[config.mk]
export PLATFORM = sky130hd
export DESIGN_NAME = mmcm_lock_supervisor_flat
export DESIGN_NICKNAME = d
export VERILOG_FILES = /design/src/rtl/mmcm_lock_supervisor_pkg.sv /design/src/rtl/mmcm_lock_supervisor_if.sv /design/src/rtl/bit_synchronizer.sv /design/src/rtl/mmcm_lock_supervisor.sv /design/src/flat_wrapper.sv
export SDC_FILE = /design/constraint.sdc
export NUM_CORES = 1
export LEC_CHECK = 0
export CORE_AREA = 3 3 61 63
export DETAILED_ROUTE_END_ITERATION = 8
export DIE_AREA = 0 0 64 66
export PLACE_DENSITY_LB_ADDON = 0.3
export SYNTH_ARGS = -nofsm -noshare
export SYNTH_HDL_FRONTEND = slang
export SYNTH_HIERARCHICAL = 1
export SYNTH_SLANG_ARGS = --single-unit
[constraint.sdc]
create_clock -name clk -period 2.9 [get_ports clk]
set_input_delay 0.29 -clock clk [delete_from_list [all_inputs] [get_ports clk]]
set_output_delay 0.29 -clock clk [all_outputs]
set_load 0.1 [all_outputs]
[src/rtl/mmcm_lock_supervisor_pkg.sv]
// Shared types and sizing helpers for the MMCM lock supervisor.
// Holds the FSM state encoding and the cycle-counter width calculation.
package clk_mgmt_pkg;

    typedef enum logic [2:0] {
        ASSERT_RST,
        WAIT_LOCK,
        STABLE,
        RUN,
        FAIL
    } lock_state_t;

    localparam int RETRY_W = 4;
    localparam int LOSS_W  = 8;

    function automatic int max3(input int a, input int b, input int c);
        int m;
        m = (a > b) ? a : b;
        return (m > c) ? m : c;
    endfunction

    // One extra bit above the largest terminal count keeps the compare unambiguous.
    function automatic int cnt_width(input int a, input int b, input int c);
        return $clog2(max3(a, b, c)) + 1;
    endfunction

endpackage

[src/rtl/mmcm_lock_supervisor_if.sv]
// MMCM control/status bundle between the lock supervisor and its surroundings.
// master = supervisor side, slave = MMCM/system side.
interface mmcm_lock_supervisor_if;
    import clk_mgmt_pkg::*;

    logic               mmcm_locked_i;
    logic               relock_req_i;
    logic               mmcm_rst_o;
    logic               sys_rst_n_o;
    logic               ready_o;
    logic               fail_o;
    logic [RETRY_W-1:0] retry_cnt_o;
    logic [LOSS_W-1:0]  lock_loss_cnt_o;

    modport master (
        input  mmcm_locked_i,
        input  relock_req_i,
        output mmcm_rst_o,
        output sys_rst_n_o,
        output ready_o,
        output fail_o,
        output retry_cnt_o,
        output lock_loss_cnt_o
    );

    modport slave (
        output mmcm_locked_i,
        output relock_req_i,
        input  mmcm_rst_o,
        input  sys_rst_n_o,
        input  ready_o,
        input  fail_o,
        input  retry_cnt_o,
        input  lock_loss_cnt_o
    );

endinterface

[src/rtl/bit_synchronizer.sv]
// Multi-flop synchronizer for a single asynchronous level signal.
// Output is the input delayed by SYNC_STAGES clock edges.
module bit_synchronizer #(
    parameter int SYNC_STAGES = 2
) (
    input  logic clk,
    input  logic reset_n,
    input  logic d,
    output logic q
);

    (* ASYNC_REG = "TRUE" *) logic [SYNC_STAGES-1:0] sync_reg;

    genvar gi;
    generate
        for (gi = 0; gi < SYNC_STAGES; gi++) begin : g_stage
            if (gi == 0) begin : g_first
                always_ff @(posedge clk) begin
                    if (!reset_n) sync_reg[gi] <= 1'b0;
                    else          sync_reg[gi] <= d;
                end
            end else begin : g_next
                always_ff @(posedge clk) begin
                    if (!reset_n) sync_reg[gi] <= 1'b0;
                    else          sync_reg[gi] <= sync_reg[gi-1];
                end
            end
        end
    endgenerate

    assign q = sync_reg[SYNC_STAGES-1];

endmodule

[src/rtl/mmcm_lock_supervisor.sv]
// Drives MMCM RST, waits for a debounced LOCKED with timeout and bounded retries,
// then releases the downstream reset request. Runs entirely on the MMCM input clock.
module mmcm_lock_supervisor
    import clk_mgmt_pkg::*;
#(
    parameter int RST_PULSE_CYCLES    = 16,
    parameter int LOCK_TIMEOUT_CYCLES = 12500,
    parameter int LOCK_STABLE_CYCLES  = 256,
    parameter int MAX_RETRIES         = 7,
    parameter int SYNC_STAGES         = 2
) (
    input  logic                   clk,
    input  logic                   reset_n,
    mmcm_lock_supervisor_if.master bus
);

    localparam int CNT_W = cnt_width(RST_PULSE_CYCLES, LOCK_TIMEOUT_CYCLES, LOCK_STABLE_CYCLES);

    localparam logic [CNT_W-1:0]   RST_LAST    = CNT_W'(RST_PULSE_CYCLES - 1);
    localparam logic [CNT_W-1:0]   TO_LAST     = CNT_W'(LOCK_TIMEOUT_CYCLES - 1);
    localparam logic [CNT_W-1:0]   STABLE_LAST = CNT_W'(LOCK_STABLE_CYCLES - 1);
    localparam logic [RETRY_W-1:0] RETRY_MAX   = RETRY_W'(MAX_RETRIES);
    localparam logic [LOSS_W-1:0]  LOSS_SAT    = '1;

    logic locked_s;

    lock_state_t        state_reg, state_next;
    logic [CNT_W-1:0]   cnt_reg, cnt_next;
    logic [RETRY_W-1:0] retry_reg, retry_next;
    logic [LOSS_W-1:0]  loss_reg, loss_next;

    logic mmcm_rst_reg, mmcm_rst_next;
    logic sys_rst_n_reg, sys_rst_n_next;
    logic ready_reg, ready_next;
    logic fail_reg, fail_next;

    bit_synchronizer #(
        .SYNC_STAGES(SYNC_STAGES)
    ) u_locked_sync (
        .clk     (clk),
        .reset_n (reset_n),
        .d       (bus.mmcm_locked_i),
        .q       (locked_s)
    );

    always_ff @(posedge clk) begin
        if (!reset_n) begin
            state_reg     <= ASSERT_RST;
            cnt_reg       <= '0;
            retry_reg     <= '0;
            loss_reg      <= '0;
            mmcm_rst_reg  <= 1'b1;
            sys_rst_n_reg <= 1'b0;
            ready_reg     <= 1'b0;
            fail_reg      <= 1'b0;
        end else begin
            state_reg     <= state_next;
            cnt_reg       <= cnt_next;
            retry_reg     <= retry_next;
            loss_reg      <= loss_next;
            mmcm_rst_reg  <= mmcm_rst_next;
            sys_rst_n_reg <= sys_rst_n_next;
            ready_reg     <= ready_next;
            fail_reg      <= fail_next;
        end
    end

    always_comb begin
        state_next = state_reg;
        cnt_next   = cnt_reg;
        retry_next = retry_reg;
        loss_next  = loss_reg;

        unique case (state_reg)
            ASSERT_RST: begin
                cnt_next = cnt_reg + 1'b1;
                if (cnt_reg == RST_LAST) state_next = WAIT_LOCK;
            end
            WAIT_LOCK: begin
                cnt_next = cnt_reg + 1'b1;
                if (bus.relock_req_i) begin
                    state_next = ASSERT_RST;
                end else if (locked_s) begin
                    state_next = STABLE;
                end else if (cnt_reg == TO_LAST) begin
                    if (retry_reg == RETRY_MAX) begin
                        state_next = FAIL;
                    end else begin
                        retry_next = retry_reg + 1'b1;
                        state_next = ASSERT_RST;
                    end
                end
            end
            STABLE: begin
                cnt_next = cnt_reg + 1'b1;
                if (bus.relock_req_i)          state_next = ASSERT_RST;
                else if (!locked_s)            state_next = WAIT_LOCK;
                else if (cnt_reg == STABLE_LAST) state_next = RUN;
            end
            RUN: begin
                // A lock drop takes precedence so a coincident relock never hides a loss.
                if (!locked_s) begin
                    if (loss_reg != LOSS_SAT) loss_next = loss_reg + 1'b1;
                    state_next = ASSERT_RST;
                end else if (bus.relock_req_i) begin
                    state_next = ASSERT_RST;
                end
            end
            FAIL: begin
                if (bus.relock_req_i) begin
                    retry_next = '0;
                    state_next = ASSERT_RST;
                end
            end
            default: state_next = ASSERT_RST;
        endcase

        if (state_next != state_reg) cnt_next = '0;
        if (state_next == RUN)       retry_next = '0;
    end

    // Outputs decode the next state so they switch on the same edge as state_reg.
    always_comb begin
        mmcm_rst_next  = (state_next == ASSERT_RST) || (state_next == FAIL);
        sys_rst_n_next = (state_next == RUN);
        ready_next     = (state_next == RUN);
        fail_next      = (state_next == FAIL);
    end

    assign bus.mmcm_rst_o      = mmcm_rst_reg;
    assign bus.sys_rst_n_o     = sys_rst_n_reg;
    assign bus.ready_o         = ready_reg;
    assign bus.fail_o          = fail_reg;
    assign bus.retry_cnt_o     = retry_reg;
    assign bus.lock_loss_cnt_o = loss_reg;

endmodule

[src/flat_wrapper.sv]
// flat-port wrapper written by rule: the top's interface ports become plain ports
module mmcm_lock_supervisor_flat import clk_mgmt_pkg::*;
#(
    parameter int RST_PULSE_CYCLES    = 16,
    parameter int LOCK_TIMEOUT_CYCLES = 12500,
    parameter int LOCK_STABLE_CYCLES  = 256,
    parameter int MAX_RETRIES         = 7,
    parameter int SYNC_STAGES         = 2
)
  (clk, reset_n, bus_mmcm_locked_i, bus_relock_req_i, bus_mmcm_rst_o, bus_sys_rst_n_o, bus_ready_o, bus_fail_o, bus_retry_cnt_o, bus_lock_loss_cnt_o);
  mmcm_lock_supervisor_if bus_i ();
  input  logic clk;
  input  logic reset_n;
  input wire logic [$bits(bus_i.mmcm_locked_i)-1:0] bus_mmcm_locked_i;
  input wire logic [$bits(bus_i.relock_req_i)-1:0] bus_relock_req_i;
  output wire logic [$bits(bus_i.mmcm_rst_o)-1:0] bus_mmcm_rst_o;
  output wire logic [$bits(bus_i.sys_rst_n_o)-1:0] bus_sys_rst_n_o;
  output wire logic [$bits(bus_i.ready_o)-1:0] bus_ready_o;
  output wire logic [$bits(bus_i.fail_o)-1:0] bus_fail_o;
  output wire logic [$bits(bus_i.retry_cnt_o)-1:0] bus_retry_cnt_o;
  output wire logic [$bits(bus_i.lock_loss_cnt_o)-1:0] bus_lock_loss_cnt_o;
  assign bus_i.mmcm_locked_i = bus_mmcm_locked_i;
  assign bus_i.relock_req_i = bus_relock_req_i;
  assign bus_mmcm_rst_o = bus_i.mmcm_rst_o;
  assign bus_sys_rst_n_o = bus_i.sys_rst_n_o;
  assign bus_ready_o = bus_i.ready_o;
  assign bus_fail_o = bus_i.fail_o;
  assign bus_retry_cnt_o = bus_i.retry_cnt_o;
  assign bus_lock_loss_cnt_o = bus_i.lock_loss_cnt_o;
  mmcm_lock_supervisor #(.RST_PULSE_CYCLES(RST_PULSE_CYCLES), .LOCK_TIMEOUT_CYCLES(LOCK_TIMEOUT_CYCLES), .LOCK_STABLE_CYCLES(LOCK_STABLE_CYCLES), .MAX_RETRIES(MAX_RETRIES), .SYNC_STAGES(SYNC_STAGES)) u_core (.clk(clk), .reset_n(reset_n), .bus(bus_i));
endmodule
Word-level counts from Yosys, hierarchy flattened --
Cells that the tools add are included.
Word-level totals: register bits 35, bits of input ports 4, output and inout port bits 16, word-level logic and storage cells 57
Cells by class: add/subtract/negate cells 3, equality and inequality tests 17, muxes and demuxes 17, bitwise logic cells 2, reduce and logical (&&, ||, !) cells 9
Operators by type and width (count):
- $mux W3 | 10
- $mux W4 | 5
- $add A15 B1 Y15 const B | 1
- $eq A15 B14 Y1 const B | 1
- $eq A15 B4 Y1 const B | 1
- $eq A15 B8 Y1 const B | 1
- $pmux W3 S5 | 1
- $eq A3 B2 Y1 const B | 3
- $add A8 B1 Y8 const B | 1
- $ne A2 B2 Y1 const B | 4
- $ne A8 B8 Y1 const B | 1
- $pmux W4 S2 | 1
- $eq A3 B3 Y1 const B | 2
- $logic_not A3 Y1 | 2
- $reduce_and A6 Y1 | 1
- $add A4 B1 Y4 const B | 1
- $eq A4 B3 Y1 const B | 1
- $reduce_or A2 Y1 | 2
- $eq A3 B1 Y1 const B | 1
- $ne A3 B3 Y1 | 1
- $reduce_and A3 Y1 | 1
- $reduce_or A3 Y1 | 1
- $ne A2 B1 Y1 const B | 1
- $not A1 Y1 | 2
- other kinds (2) | 2

Depth between registers and ports, before layout --
word-level depth 8, mapped depth 7, mapped depth without buffers 6

Cells and area by module --
The synthesis kept the hierarchy.
Modules (own cells, without submodules):
- mmcm_lock_supervisor | times used 1, cells each 194, area an instance 1679.1 um^2, sequential area each 660.6 um^2
- bit_synchronizer | times used 1, cells each 4, area an instance 52.6 um^2, sequential area each 40.0 um^2

Worst setup path before layout --
OpenSTA, ideal clock, no wires.
kind register to register, start point reg u_core.loss_reg[0], in the netlist u_core/bus.lock_loss_cnt_o[0], end point reg u_core.loss_reg[5], in the netlist u_core/bus.lock_loss_cnt_o[5], library setup time 115 ps, arrival 2211 ps, required time 2785 ps, setup slack 574 ps, cell stages (with the launch flop) 7, buffers on the path 0, clock period less this slack 2326 ps, cells stage by stage dfxtp_1 -> ha_1 -> nand3_1 -> o21ai_1 -> nor3_1 -> xor2_1 -> and2_1
On the way: longest elaborated chain between the ends 2, elaborated cells between the ends (all ways) 3, classes of those cells 1 x add/sub; 1 x eq/ne; 1 x reduce/logical
Ends and longest elaborated chain:
- start: declaration | RTL line mmcm_lock_supervisor.sv:30 | logic [LOSS_W-1:0] loss_reg, loss_next;
- start signal: assignment | RTL line mmcm_lock_supervisor.sv:60 | loss_reg <= loss_next;
- branches (longest 2 deep; another with $add A8 B1 Y8)
Several ways; the timed one is not identified. A chain may end at the register's enable or synchronous reset.

Worst setup path after layout --
start point reg u_core.state_reg[0], end point reg u_core.retry_reg[3], in the netlist u_core/bus.retry_cnt_o[3]
On the way: longest elaborated chain between the ends 6, elaborated cells between the ends (all ways) 25, classes of those cells 10 x eq/ne; 11 x mux; 4 x reduce/logical
Ends and longest elaborated chain:
- start: declaration | RTL line mmcm_lock_supervisor.sv:27 | lock_state_t state_reg, state_next;
- start signal: assignment | RTL line mmcm_lock_supervisor.sv:57 | state_reg <= state_next;
- $mux W3 (on tied branches) | RTL line mmcm_lock_supervisor.sv:98, mmcm_lock_supervisor.sv:85
- $mux W3 (on tied branches) | RTL line mmcm_lock_supervisor.sv:97, mmcm_lock_supervisor.sv:83
- $mux W3 (on tied branches) | RTL line mmcm_lock_supervisor.sv:96, mmcm_lock_supervisor.sv:81
- $pmux W3 S5 | RTL line mmcm_lock_supervisor.sv:74 | unique case (state_reg)
- $eq A3 B2 Y1 | RTL line mmcm_lock_supervisor.sv:119 | if (state_next == RUN) retry_next = '0;
- $reduce_or A2 Y1 (no line)
- end signal: assignment | RTL line mmcm_lock_supervisor.sv:59 | retry_reg <= retry_next;
- end: declaration | RTL line mmcm_lock_supervisor.sv:29 | logic [RETRY_W-1:0] retry_reg, retry_next;
Parallel ways exist; a longest one is shown, timed or not.

==> flow_metrics.py <==
metrics = {
    "outcome": {
        "status": "finished clean",
    },
    "floorplan": {
        "die_h_um": 66,
        "dieArea_um2": 4220,
        "core_um2": 3280,
        "rows": 21,
        "die_x_um": 64,
        "io_pins": 20,
        "start_util_pct": 52.7,
    },
    "power_and_ir_drop": {
        "p_leak_nw": 0.739,
        "power.total_uw": 787,
        "ir_worst_vdd_mv": 0.243,
        "powerDensity_nw_per_um2": 401,
    },
    "worst_setup_path": {
        "end_kind": "register",
        "crit_fanout": 12,
        "ff2ff_path_depth": 5,
        "r2r-start": "u_core/state_reg[0]",
        "r2r_setup_slack_ns": 0.62,
        "critical_path_class": "reg -> reg",
        "worstPathRequired_ns": 3.17,
        "critical_path.startpoint_type": "register",
        "rr_endpoint": "u_core/bus.retry_cnt_o[3]",
        "crit_arrival_ns": 2.56,
    },
    "cts": {
        "cts_setup_buffers": 0,
        "ctsRootBufferMaster": "clkbuf_4",
        "cts_buffers": 5,
        "htreeDepth": 2,
        "clockBufferDepth": 2,
        "cts_sinks": 35,
        "cts_tree": "done",
        "insertion_delay_ns": 0.33,
        "clkSlewWorstSetupHoldPaths_ns": 0.10,
        "ctsHoldBuffers": 0,
        "cts-resized-gates": 0,
    },
    "detailed_routing": {
        "wl_um": 3630,
        "dr.pass1.iters": 4,
        "vias": 1488,
        "wire_per_inst_um": 13.9,
        "drc": 0,
        "drt_iter0_drc": 153,
        "via_per_inst": 5.68,
        "antenna_left": 0,
    },
    "cells_and_area": {
        "area_growth_pct": 13.4,
        "diodes": 0,
        "final_common_cell": "dfxtp_1",
        "nets": 223,
        "drive_gt1_share_pct": 13.4,
        "layout_common_cells": "dfxtp_1 (35), nor2_1 (18), buf_4 (17)",
        "finish.utilization_pct": 59.8,
        "largest_reg_flops": 15,
        "final_area_um2": 1960,
    },
    "place": {
        "post-dp-hpwl_um": 2630,
        "dpl-instance-area_um2": 1910,
        "gp_congestion": 0.900,
        "port_buffers": 19,
    },
    "global_routing": {
        "antenna_found_initial": 0,
        "grt_busiest_layer": "met2",
        "grt_pass1_vias": 1430,
        "use_met2_pct": 31.6,
        "met3_usage_pct": 5.10,
        "grt_pass1_wl_um": 6420,
        "met1_usage_pct": 23.5,
        "grt_usage_pct": 19.5,
        "grt_start_max_net_pins": 18,
        "overflow": 0,
    },
    "yosys": {
        "synth_edf_count": 0,
        "ys_types": 45,
        "yosysWarnings": 6,
        "synth-async-reset-ratio_pct": 0,
        "ys_seq_elements": 35,
        "synthCells": 198,
        "synth_fp_nets": 205,
        "postSynthAreaPerCell_um2": 8.75,
        "synthFlopType": "dfxtp_1",
        "ys_seq_area_share_pct": 40.5,
        "syn_area_um2": 1730,
    },
    "worst_hold_path": {
        "hold_class": "reg -> reg",
        "min_to": "u_core/u_locked_sync/q",
        "min_from": "u_core/u_locked_sync/sync_reg[0]",
        "min_path_cells": 1,
    },
    "run": {
        "cap_violations": 0,
    },
    "timing": {
        "relSlewSlack_pct": 68.3,
        "worstMarginPinSlew_ns": 0.475,
        "finalClockSkew_ns": 0.0114,
        "holdWs_ns": 0.438,
        "hold_violations": 0,
        "setup-violations-final": 0,
        "rsz0062_at_grt": "false",
        "finalCriticalPeriod_ns": 2.28,
        "slew_viol_final": 0,
        "clock.fmax_mhz": 438,
        "tns_ns": 0,
        "finalCritPeriodShare_pct": 78.7,
    },
}
## cells in the mapped netlist (4+ instances only)
cell      number  share of area, %
a21oi_1        5               1.4
and2_1        10               3.6
clkbuf_1       6               1.3
dfxtp_1       35                40
inv_1          4              0.87
nand2_1       13               2.8
nand3_1        9               2.6
nand4_1        8               2.9
nor2_1        18               3.9
nor3_1         8               2.3
nor4_1         4               1.4
o21ai_0        7               2.0
or3_1          4               1.4
xnor2_1        5               2.5
xor2_1        15               7.6
## power breakdown
group	internal, mW	total [mW]	switching (mW)
registers	0.485	0.491	0.00527
clock network	0.112	0.266	0.154
logic	0.0143	0.0301	0.0157
## per-layer routing
metal | share of wire, % | vias up
met3 | 6.4 | 4
met2 | 47 | 36
met5 | 0 | -
li1 | - | 751
met1 | 45 | 697
met4 | 1.4 | 0
## per-stage QoR
stage          setup slack [ns]  cells
2_1_floorplan             0.574    198
3_3_place_gp              0.584    255
3_5_place_dp              0.495    255
4_1_cts                   0.618    262
5_1_grt                   0.464    262
6_report                  0.617    262
## cell families (layout without fill, tap and decap cells)
kind of cell             after synthesis  in the layout  share of synthesized area (%)
AO/OA/AOI/OAI                         26             26                           9.54
adder cells (fa/ha/maj)                3              3                           2.17
multiplexers                           1              1                          0.578
buffers and inverters                 13             31                           3.18
flip-flops                            35             35                           40.5
XOR/XNOR                              20             20                           10.1
AND/OR/NAND/NOR                      100            100                           34.0
## cell type report
cell class,instances,area [um^2]
sequential,35,701
inverter,4,15.0
tap,46,57.6
timing repair buffer,20,158
clock inverter,1,5.00
multi-input combinational,150,976
fill,286,1320
clock buffer,6,51.3
## how the worst max path moves through the flow
stage / startpoint / end / slack [ns] / cells after the start
2_1_floorplan: u_core/bus.lock_loss_cnt_o[0] / u_core/bus.lock_loss_cnt_o[5] / 0.57 / 6
3_3_place_gp: bus_relock_req_i / u_core/cnt_reg[8] / 0.58 / 6
3_5_place_dp: bus_relock_req_i / u_core/cnt_reg[0] / 0.49 / 6
4_1_cts: u_core/state_reg[0] / u_core/bus.retry_cnt_o[3] / 0.62 / 5
5_1_grt: u_core/state_reg[0] / u_core/bus.retry_cnt_o[3] / 0.46 / 5
6_report: u_core/state_reg[0] / u_core/bus.retry_cnt_o[3] / 0.62 / 5
## critical path: stages, from the launching register on
cell     delay, ns
dfxtp_1       0.55
or4bb_1       0.54
nor4_2        0.26
a31oi_1       0.23
or4_1         0.50
a21oi_1       0.14
(Power assumes the default switching activity.)
